File: src/rtl/thresholding_pkg.sv
// Shared definitions for the thresholding cfg loader.
//   ld_state_t     : loader FSM states
//   CFG_OP_*       : value driven on cfg_we for each op kind
//   cfg_addr_w()   : packed {cf, pe, i} cfg address width
//   csum_step()    : one checksum step, rotl(sum,1) ^ zext(d) over w bits
package thresholding_pkg;

  typedef enum logic [2:0] {
    ST_IDLE,
    ST_WRITE,
    ST_READ,
    ST_DRAIN,
    ST_FIN
  } ld_state_t;

  localparam logic CFG_OP_WRITE = 1'b1;
  localparam logic CFG_OP_READ  = 1'b0;

  // Widest checksum the step function supports; callers zero-extend into it.
  localparam int CSUM_MAX_W = 64;

  function automatic int cfg_addr_w(input int n, input int c, input int pe);
    return $clog2(c / pe) + $clog2(pe) + $clog2(n);
  endfunction

  // Operands must already be zero above bit w-1; the result is too.
  function automatic logic [CSUM_MAX_W-1:0] csum_step(
    input logic [CSUM_MAX_W-1:0] sum,
    input logic [CSUM_MAX_W-1:0] d,
    input int                    w
  );
    logic [CSUM_MAX_W-1:0] mask;
    logic [CSUM_MAX_W-1:0] rot;
    mask = (w >= CSUM_MAX_W) ? {CSUM_MAX_W{1'b1}}
                             : ((CSUM_MAX_W'(1) << w) - CSUM_MAX_W'(1));
    rot  = ((sum << 1) | (sum >> (w - 1))) & mask;
    return (rot ^ d) & mask;
  endfunction

endpackage

File: src/rtl/thresholding_cfg_addr_seq.sv
// Nested i / pe / cf address counter for the cfg port.
//   clk   : clock
//   clear : restart at {cf,pe,i} = 0 (wins over adv)
//   adv   : step to the next address in channel-major order
//   last  : current address is the final one of a pass
//   addr  : packed {cf, pe, i}; single-valued fields have zero width
module thresholding_cfg_addr_seq #(
  parameter int N   = 3,
  parameter int C   = 4,
  parameter int PE  = 2,
  parameter int A_W = 4
) (
  input  logic           clk,
  input  logic           clear,
  input  logic           adv,
  output logic           last,
  output logic [A_W-1:0] addr
);

  localparam int CF  = C / PE;
  localparam int I_B = $clog2(N);
  localparam int P_B = $clog2(PE);
  localparam int F_B = $clog2(CF);
  localparam int I_W = (I_B > 0) ? I_B : 1;
  localparam int P_W = (P_B > 0) ? P_B : 1;
  localparam int F_W = (F_B > 0) ? F_B : 1;

  logic [I_W-1:0] i_q;
  logic [P_W-1:0] pe_v;
  logic [F_W-1:0] cf_v;
  logic           i_wrap;
  logic           pe_wrap;
  logic           cf_wrap;

  assign i_wrap = (i_q == I_W'(N - 1));

  always_ff @(posedge clk) begin
    if (clear)    i_q <= '0;
    else if (adv) i_q <= i_wrap ? '0 : i_q + I_W'(1);
  end

  generate
    if (PE > 1) begin : g_pe
      logic [P_W-1:0] pe_q;
      always_ff @(posedge clk) begin
        if (clear)              pe_q <= '0;
        else if (adv && i_wrap) pe_q <= pe_wrap ? '0 : pe_q + P_W'(1);
      end
      assign pe_wrap = (pe_q == P_W'(PE - 1));
      assign pe_v    = pe_q;
    end else begin : g_no_pe
      assign pe_wrap = 1'b1;
      assign pe_v    = '0;
    end

    if (CF > 1) begin : g_cf
      logic [F_W-1:0] cf_q;
      always_ff @(posedge clk) begin
        if (clear)                         cf_q <= '0;
        else if (adv && i_wrap && pe_wrap) cf_q <= cf_wrap ? '0 : cf_q + F_W'(1);
      end
      assign cf_wrap = (cf_q == F_W'(CF - 1));
      assign cf_v    = cf_q;
    end else begin : g_no_cf
      assign cf_wrap = 1'b1;
      assign cf_v    = '0;
    end
  endgenerate

  assign last = i_wrap && pe_wrap && cf_wrap;
  // Fields sit at fixed offsets so padding codes (i >= N, pe >= PE) never appear.
  assign addr = A_W'(i_q) | (A_W'(pe_v) << I_B) | (A_W'(cf_v) << (I_B + P_B));

endmodule

File: src/rtl/thresholding_cfg_loader.sv
// Loads a channel-major threshold stream into a thresholding datapath through
// its cfg port, then optionally reads the table back and compares checksums.
//   clk, rst          : clock, synchronous active-high reset
//   start/busy/done   : load control; done pulses one cycle at the end
//   err               : sticky checksum mismatch, cleared by the next start
//   s_tvalid/s_tready/s_tdata : threshold stream, c-major, i-minor
//   cfg_en/cfg_we/cfg_a/cfg_d : registered cfg op to the datapath
//   cfg_rack/cfg_q    : readback data, in issue order
module thresholding_cfg_loader
  import thresholding_pkg::*;
#(
  parameter int  K      = 8,
  parameter int  N      = 3,
  parameter int  C      = 4,
  parameter int  PE     = 2,
  parameter int  VERIFY = 1,
  parameter int  CSUM_W = 32,
  localparam int CF     = C / PE,
  localparam int A_W    = cfg_addr_w(N, C, PE)
) (
  input  logic           clk,
  input  logic           rst,
  input  logic           start,
  output logic           busy,
  output logic           done,
  output logic           err,
  input  logic           s_tvalid,
  output logic           s_tready,
  input  logic [K-1:0]   s_tdata,
  output logic           cfg_en,
  output logic           cfg_we,
  output logic [A_W-1:0] cfg_a,
  output logic [K-1:0]   cfg_d,
  input  logic           cfg_rack,
  input  logic [K-1:0]   cfg_q
);

  localparam int NOPS   = C * N;
  localparam int RCNT_W = $clog2(NOPS + 1);

  generate
    if (CF * PE != C) begin : g_bad_pe
      $error("thresholding_cfg_loader: C must be a multiple of PE");
    end
    if (CSUM_W < K || CSUM_W > CSUM_MAX_W) begin : g_bad_csum
      $error("thresholding_cfg_loader: CSUM_W must lie in [K, 64]");
    end
  endgenerate

  ld_state_t         state_q, state_d;
  logic              load_go, beat, rd_cap;
  logic              op_issue, op_we;
  logic              seq_clr, seq_adv, seq_last;
  logic [A_W-1:0]    seq_addr;
  logic [CSUM_W-1:0] wsum_q, rsum_q;
  logic [RCNT_W-1:0] rcnt_q;

  assign load_go  = (state_q == ST_IDLE) && start;
  assign rd_cap   = cfg_rack && (state_q == ST_READ || state_q == ST_DRAIN);
  assign busy     = (state_q != ST_IDLE);
  assign done     = (state_q == ST_FIN);
  assign s_tready = (state_q == ST_WRITE);
  // Restart the address walk for the write pass and again for the read pass.
  assign seq_clr  = load_go || (beat && seq_last);

  thresholding_cfg_addr_seq #(
    .N   (N),
    .C   (C),
    .PE  (PE),
    .A_W (A_W)
  ) u_addr_seq (
    .clk   (clk),
    .clear (seq_clr),
    .adv   (seq_adv),
    .last  (seq_last),
    .addr  (seq_addr)
  );

  always_comb begin
    state_d  = state_q;
    beat     = 1'b0;
    op_issue = 1'b0;
    op_we    = CFG_OP_READ;
    seq_adv  = 1'b0;
    case (state_q)
      ST_IDLE: if (start) state_d = ST_WRITE;
      ST_WRITE: begin
        if (s_tvalid) begin
          beat     = 1'b1;
          op_issue = 1'b1;
          op_we    = CFG_OP_WRITE;
          seq_adv  = 1'b1;
          if (seq_last) state_d = (VERIFY != 0) ? ST_READ : ST_FIN;
        end
      end
      ST_READ: begin
        op_issue = 1'b1;
        op_we    = CFG_OP_READ;
        seq_adv  = 1'b1;
        if (seq_last) state_d = ST_DRAIN;
      end
      ST_DRAIN: if (rcnt_q == RCNT_W'(NOPS)) state_d = ST_FIN;
      ST_FIN:   state_d = ST_IDLE;
      default:  state_d = ST_IDLE;
    endcase
  end

  // ---- op issue boundary: control registers ----
  always_ff @(posedge clk) begin
    if (rst) begin
      state_q <= ST_IDLE;
      cfg_en  <= 1'b0;
      cfg_we  <= 1'b0;
      err     <= 1'b0;
    end else begin
      state_q <= state_d;
      cfg_en  <= op_issue;
      cfg_we  <= op_issue && op_we;
      if (load_go)
        err <= 1'b0;
      else if (state_q == ST_FIN && VERIFY != 0 && rsum_q != wsum_q)
        err <= 1'b1;
    end
  end

  // ---- op issue boundary: address/data and checksum registers ----
  always_ff @(posedge clk) begin
    if (op_issue) begin
      cfg_a <= seq_addr;
      cfg_d <= s_tdata;
    end
    if (load_go) begin
      wsum_q <= '0;
      rsum_q <= '0;
      rcnt_q <= '0;
    end else begin
      if (beat)
        wsum_q <= CSUM_W'(csum_step(CSUM_MAX_W'(wsum_q), CSUM_MAX_W'(s_tdata), CSUM_W));
      if (rd_cap) begin
        rsum_q <= CSUM_W'(csum_step(CSUM_MAX_W'(rsum_q), CSUM_MAX_W'(cfg_q), CSUM_W));
        rcnt_q <= rcnt_q + RCNT_W'(1);
      end
    end
  end

endmodule
File: config.mk
export PLATFORM = sky130hd
export DESIGN_NAME = thresholding_cfg_loader
export DESIGN_NICKNAME = d
export VERILOG_FILES = /design/src/rtl/thresholding_pkg.sv /design/src/rtl/thresholding_cfg_addr_seq.sv /design/src/rtl/thresholding_cfg_loader.sv
export SDC_FILE = /design/constraint.sdc
export NUM_CORES = 1
export LEC_CHECK = 0
export CORE_MARGIN = 2
export CORE_UTILIZATION = 51
export DETAILED_ROUTE_END_ITERATION = 10
export PLACE_DENSITY = 0.76
export SLEW_MARGIN = 20
export SYNTH_ARGS = -nofsm -noshare
export SYNTH_HDL_FRONTEND = slang
export SYNTH_SLANG_ARGS = --single-unit
File: constraint.sdc
create_clock -name clk -period 1.5 [get_ports clk]
set_input_delay 0.3 -clock clk [delete_from_list [all_inputs] [get_ports clk]]
set_output_delay 0.3 -clock clk [all_outputs]
set_load 0.01 [all_outputs]
==> results.toml <==
[timing]
max-slew-margin-rel = 0.726
post-route-min-period_ps = 1530
setup_viol = 13
hold_viol_final = 0
rsz0062_at_grt = "yes"
fmax_mhz = 653
worst_slack_ps = -30.3
finalMaxSlewViolations = 0
tightest_slew_ps = 407
finClkSkew_ps = 11.4
finalCritPeriodShare = 1.02

[synthesis]
synth-seq-area-share = 0.504
synth_flop_cell = "dfxtp_1"
synth_nets = 428
syn_area_um2 = 3810
synth_edf_count = 12
synth_async_sr_flop_share = 0
syn_inst = 405
yosysWarnings = 0
syn_avg_cell_area_um2 = 9.42
ys_types = 35
synth.ff_latch_count = 90

[clocking]
cts_buffer_depth = 2
cts_buffers = 9
cts_root_buf = "clkbuf_8"
h-tree-depth = 3
ctsHoldBuffers = 0
clock_latency_ps = 340
clock_sinks = 90
cts.clk_slew.worst_paths_ps = 90
cts_tree = "done"

[grt]
first_global_vias = 2810
grt_max_degree = 32
grt_overflow = 0
global_route.usage.total = 0.200
grt_pass1_wl_um = 13300
antenna_found_initial = 0

[layout]
final_common_cell = "nand2_1"
fin_area_um2 = 4750
layout.nets = 484
fillers = 563
diodes = 0
ff_latch_area_um2 = 1930
final_cells = 565
syn_to_final_growth_pct = 24.4
drive_above_1_share = 0.182
layout_common_cells = "nand2_1 (108), dfxtp_1 (75), a21oi_1 (50), xor2_1 (35), clkdlybuf4s50_1 (20)"
multi_input_area_um2 = 1770

[placement]
dp.cells = 542
pre_cts_ws_ps = -196
numPortBuffers = 38
hpwl_um = 5540
place_congestion = 0.816
dpl-instance-area_um2 = 4420

[detailed_routing]
wl_um = 8230
drtIter0Drc = 176
drc = 0
drt_pass1_iterations = 4
ant_nets = 0
dr_total_vias = 2897
wl_per_cell_um = 14.6
via_per_inst = 5.13

[setup_path]
path_max_fanout = 4
cp_top_family = "simple AND/OR/NAND/NOR gates"
cp.arrival_ps = 1230
r2r_slack_ps = -10
reg2regPathDepth = 5
rr_startpoint = "state_q[1]"
critPathSlowestCell = "or3_4"
path_class = "reg2out"
cp-start-kind = "flop"
worstSetupEndpointType = "primary output"
crit_path_max_incr_delay_ps = 400
crit_chain = "or3_4, buf_6"
cp.buffers_inverters = 1
cp.required_ps = 1200
timing.rr.end = "rsum_q[1]"

[worst_hold_path]
holdCritStartpoint = "err"
min_path_cells = 2
min_to = "err"
hold_class = "reg2reg"

[floorplanning]
coreArea_um2 = 7250
dieHeight_um = 90.5
die_w_um = 90.5
dieArea_um2 = 8190
ioPinCount = 39
rows = 31
start_util = 0.526

[pwr]
p_per_area_nw_per_um2 = 995
leakagePower_nw = 1.87
ir_worst_vdd_uv = 478

[job]
drv_cap = 0

[outcome]
outcome = "finished with violations"
violations = "setup timing"
-- routing by layer --
metal,track usage,wire length (um)
met4,0.0667,57
met3,0.0351,244
met2,0.358,4230
met5,0,0
met1,0.241,3700
-- worst max path at each step --
stage,start,end,slack (ps),cells past startpoint
after global routing,state_q[1],busy,-70,2
final,state_q[1],busy,-30,2
after CTS,state_q[0],busy,-40,2
after detailed placement,s_tvalid,u_addr_seq.cf_v,-200,7
after floorplan,state_q[0],u_addr_seq.cf_v,10,7
after global placement,s_tvalid,u_addr_seq.cf_v,-150,7
-- kinds of logic after synthesis --
family	Yosys count	synth area share
AOI/OAI and AO/OA	73	0.130
and+or+nand+nor	160	0.188
buffers and inverters	26	0.0476
muxes	1	0.00262
adders and majority gates	2	0.00656
DFF	90	0.504
xor gates and xnor gates	53	0.122
-- metrics by stage --
stage | hold WS (ps) | setup TNS [ps] | util | power, W
after CTS | 461 | -82.3 | 0.644 | 0.00472
after global routing | 500 | -2490 | 0.654 | 0.00489
after detailed placement | 452 | -6390 | 0.610 | 0.00304
final | 458 | -96.7 | 0.654 | 0.00472
after floorplan | 362 | 0 | - | 0.00284
after global placement | 448 | -4220 | 0.610 | 0.00303
-- sequential cells by signal, indices dropped and copies added, names as in the netlist --
register	cells
cfg_we	1
rcnt_q	4
state_q	3
cfg_d	8
cfg_en	1
u_addr_seq.i_q	2
u_addr_seq.cf_v	1
err	1
cfg_a	4
wsum_q	32
rsum_q	32
u_addr_seq.g_pe.pe_q	1
-- synthesized netlist by cell type, types with 5 or more instances --
master	n	area, um^2
buf_6	5	56.3
dfxtp_1	78	1560
a211oi_2	14	175
edfxtp_1	12	360
nor2_1	20	75.1
nor4_1	8	50.1
nand2_1	108	405
buf_4	7	52.6
xor2_1	35	307
nor2_2	7	43.8
a21oi_1	51	255
buf_2	7	35.0
xnor2_1	18	158
-- cell type report --
cell class	instances	share of cell area
multi-input combinational	289	0.373
inverter	4	0.00395
sequential	90	0.407
clock buffer	14	0.0366
clock inverter	2	0.00738
tap	99	0.0261
timing repair buffer	67	0.147
-- worst min-delay path, cell delays in order, from the launching register on --
cell and delay [ps]:
dfxtp_1 330, nand2_1 50, nand2_1 40
-- power breakdown --
part	internal (W)	switching, W	leakage (nW)
clock network	0.000919	0.000797	0.106
logic	0.000235	0.000237	1.02
registers	0.00249	0.0000467	0.745
total	0.00364	0.00108	1.87
-- repair_timing --
action	CTS	global route
cloned	0	1
pin swaps	3	4
gates resized for setup	36	10
endpoints found under the setup margin	26	63
buffers inserted	5	1
No activity file was read; power rests on OpenSTA's default activity.
==> edit, RTL diff (same flow settings) <==
`C` is set to 4 in 2 places; all go to 8.
--- a/src/rtl/thresholding_cfg_addr_seq.sv
+++ b/src/rtl/thresholding_cfg_addr_seq.sv
@@ -6,7 +6,7 @@
 //   addr  : packed {cf, pe, i}; single-valued fields have zero width
 module thresholding_cfg_addr_seq #(
   parameter int N   = 3,
-  parameter int C   = 4,
+  parameter int C   = 8,
   parameter int PE  = 2,
   parameter int A_W = 4
 ) (
--- a/src/rtl/thresholding_cfg_loader.sv
+++ b/src/rtl/thresholding_cfg_loader.sv
@@ -11,7 +11,7 @@
 #(
   parameter int  K      = 8,
   parameter int  N      = 3,
-  parameter int  C      = 4,
+  parameter int  C      = 8,
   parameter int  PE     = 2,
   parameter int  VERIFY = 1,
   parameter int  CSUM_W = 32,
Ports: changed (resized cfg_a); port bits go from 39 to 40. The function was not compared with the original's and may differ.
==> edit against the unedited design <==
- the flow still finishes with violations (setup timing)
- sequential cell count up 3
- clock power is 9% lower
- setup slack lost 10 ps
- routed wire length up 8.3%
- cell area rose by 6.9%
- cell count grew 4.1%
- area after synthesis increased by 2.5%
- non-clock buffer count is 8 higher
- die area increased by 2.4%
- power grew 3.4%
==> edit: results (changes against the unedited design) <==
CP peak stage delay: 380 ps (-20 ps)
Adder-Cell Fraction of Synth Area: 0.9600% (+0.30 points)
Synth top cells by count: nand2_1, dfxtp_1, a21oi_1, xor2_1, nor2_1
Placed Cells: 562 (+3.7%)
fraction of layout instances using a drive strength above 1: 22.29% (+4.1 points)
Worst Skew: 10.25 ps (-1.185 ps)
Async SR Flop Fraction: 0% (unchanged)
worst hold slack: 466.7 ps (+8.585 ps)
first-pass GRT wire length: 13,790 um (+4.1%)
Clk pin slew, worst setup/hold paths: 90 ps (about the same)
via count: 3,129 (+8.0%)
initial antenna violation count: 0 (unchanged)
Netlist cell types: 40 (+14%)
total congestion overflow: 0 (unchanged)
Port Buffers: 39 (+2.6%)
setup slack, reg-to-reg: -20 ps
R2R depth: 6 (+1)
setup_tns: -213.6 ps (-116.9 ps)
Synth Instances: 422 (+4.2%)
n_diodes: 0 (unchanged)
Hold Crit Start: u_addr_seq.cf_v[0]$_SDFFE_PP0P_
placed cell area: 0.004608 sq mm (+4.2%)
Compound-Gate Fraction of Synth Area: 12.03% (-0.96 points)
dpl ws: -182.1 ps (+13.41 ps)
DPL Wire Length: 5452 um (-1.6%)
Leak: 2.019 nW (+7.9%)
DRT Pass-1 Iters: 4 (unchanged)
Synth area leaders: dfxtp_1, nand2_1, edfxtp_1, xor2_1, a21oi_1
Final setup viols: 18 (+5)
crit path DAT: 1240 ps
outcome: finished with violations
largest net degree at the start of global routing: 31 (-3.1%)
syn_nets: 446 (+4.2%)
reg2reg start: state_q[0]$_SDFFE_PP0P_
cts bufs inserted: 9 (unchanged)
Clock Latency Late Sink: 370 ps (+30 ps)
failing checks: setup timing
multiplexer share of the synthesized area: 0.5120% (+0.25 points)
gpl congestion: 0.8053 (-1.3%)
routed length per instance: 15.15 um (+4.1%)
GRT Resource Usage Total: 20.69% (+0.73 points)
Non-Filler Instances: 588 (+4.1%)
nets: 508 (+5.0%)
WHS Endpoint: cfg_a[3]$_DFFE_PP_
Hold Crit Class: reg2reg
FF-to-FF End: cfg_d[3]$_DFFE_PP_
Post-Synth XOR/XNOR Area: 11.87% (-0.30 points)
hold depth: 0 (-2)
top flop regs: rsum_q (32), wsum_q (32), cfg_d (8)
Slowest-stage cell, CP: or3_1
number of synthesized flops with an enable pin: 13 (+1)
CP delay by family, top: simple AND/OR/NAND/NOR gates
Worst Slack Setup Final: -40.72 ps (-10.42 ps)
Detailed Route Iter0 Violations: 191 (+8.5%)
Critical Path Fanout Max: 5 (+1)
slew margin rel.: 78.10% (+5.5 points)
vias in the first global route: 2,904 (+3.3%)
Clk Tree Root Cell: clkbuf_8
sequential share of the synthesized area: 50.94% (+0.57 points)
Peak VDD IR: 0.5580 mV (+17%)
edit: kinds of logic after synthesis:
logic type               count (synthesis)
AND/OR/NAND/NOR                        168
flip-flops                              93
AO/OA/AOI/OAI                           75
XOR/XNOR                                53
adder cells (fa/ha/maj)                  3
multiplexers                             2
buffers and inverters                   28
edit: how the worst max path moves through the flow:
stage                            start                     end  slack, ps  cells after the start
6_report       state_q[2]$_SDFFE_PP0P_                    busy        -40                      2
2_1_floorplan  state_q[1]$_SDFFE_PP0P_      cfg_a[0]$_DFFE_PP_         30                      4
3_3_place_gp                  s_tvalid      cfg_d[7]$_DFFE_PP_       -140                      5
5_1_grt        state_q[0]$_SDFFE_PP0P_                s_tready        -80                      4
4_1_cts        state_q[2]$_SDFFE_PP0P_                    busy        -30                      2
3_5_place_dp                  cfg_rack  rsum_q[6]$_SDFFE_PP0P_       -180                      6
edit: power by group:
group	switching (mW)	internal [mW]
Clock	0.932	0.625
Combinational	0.336	0.344
Sequential	0.0573	2.59
edit: timing repair:
action	CTS	global route
setup buffers	3	4
setup endpoints to repair	38	57
gates cloned	1	2
pin swaps	5	23
resized for setup	37	44
edit: layout make-up:
type / instances / area [sq um]
inverter: 4 / 17.52
timing repair buffer: 75 / 852.1
clock inverter: 7 / 57.56
tap: 99 / 123.9
clock buffer: 9 / 123.9
multi-input combinational: 301 / 1889
sequential: 93 / 2007
fill: 522 / 2260
edit: per-layer routing:
metal | up-vias | global-route usage [%] | wire (um)
met5 | - | 0 | 0
met4 | 0 | 8.838 | 133
met3 | 14 | 3.568 | 411
met2 | 83 | 33.46 | 4412
met1 | 1500 | 27.26 | 3953
li1 | 1532 | - | -
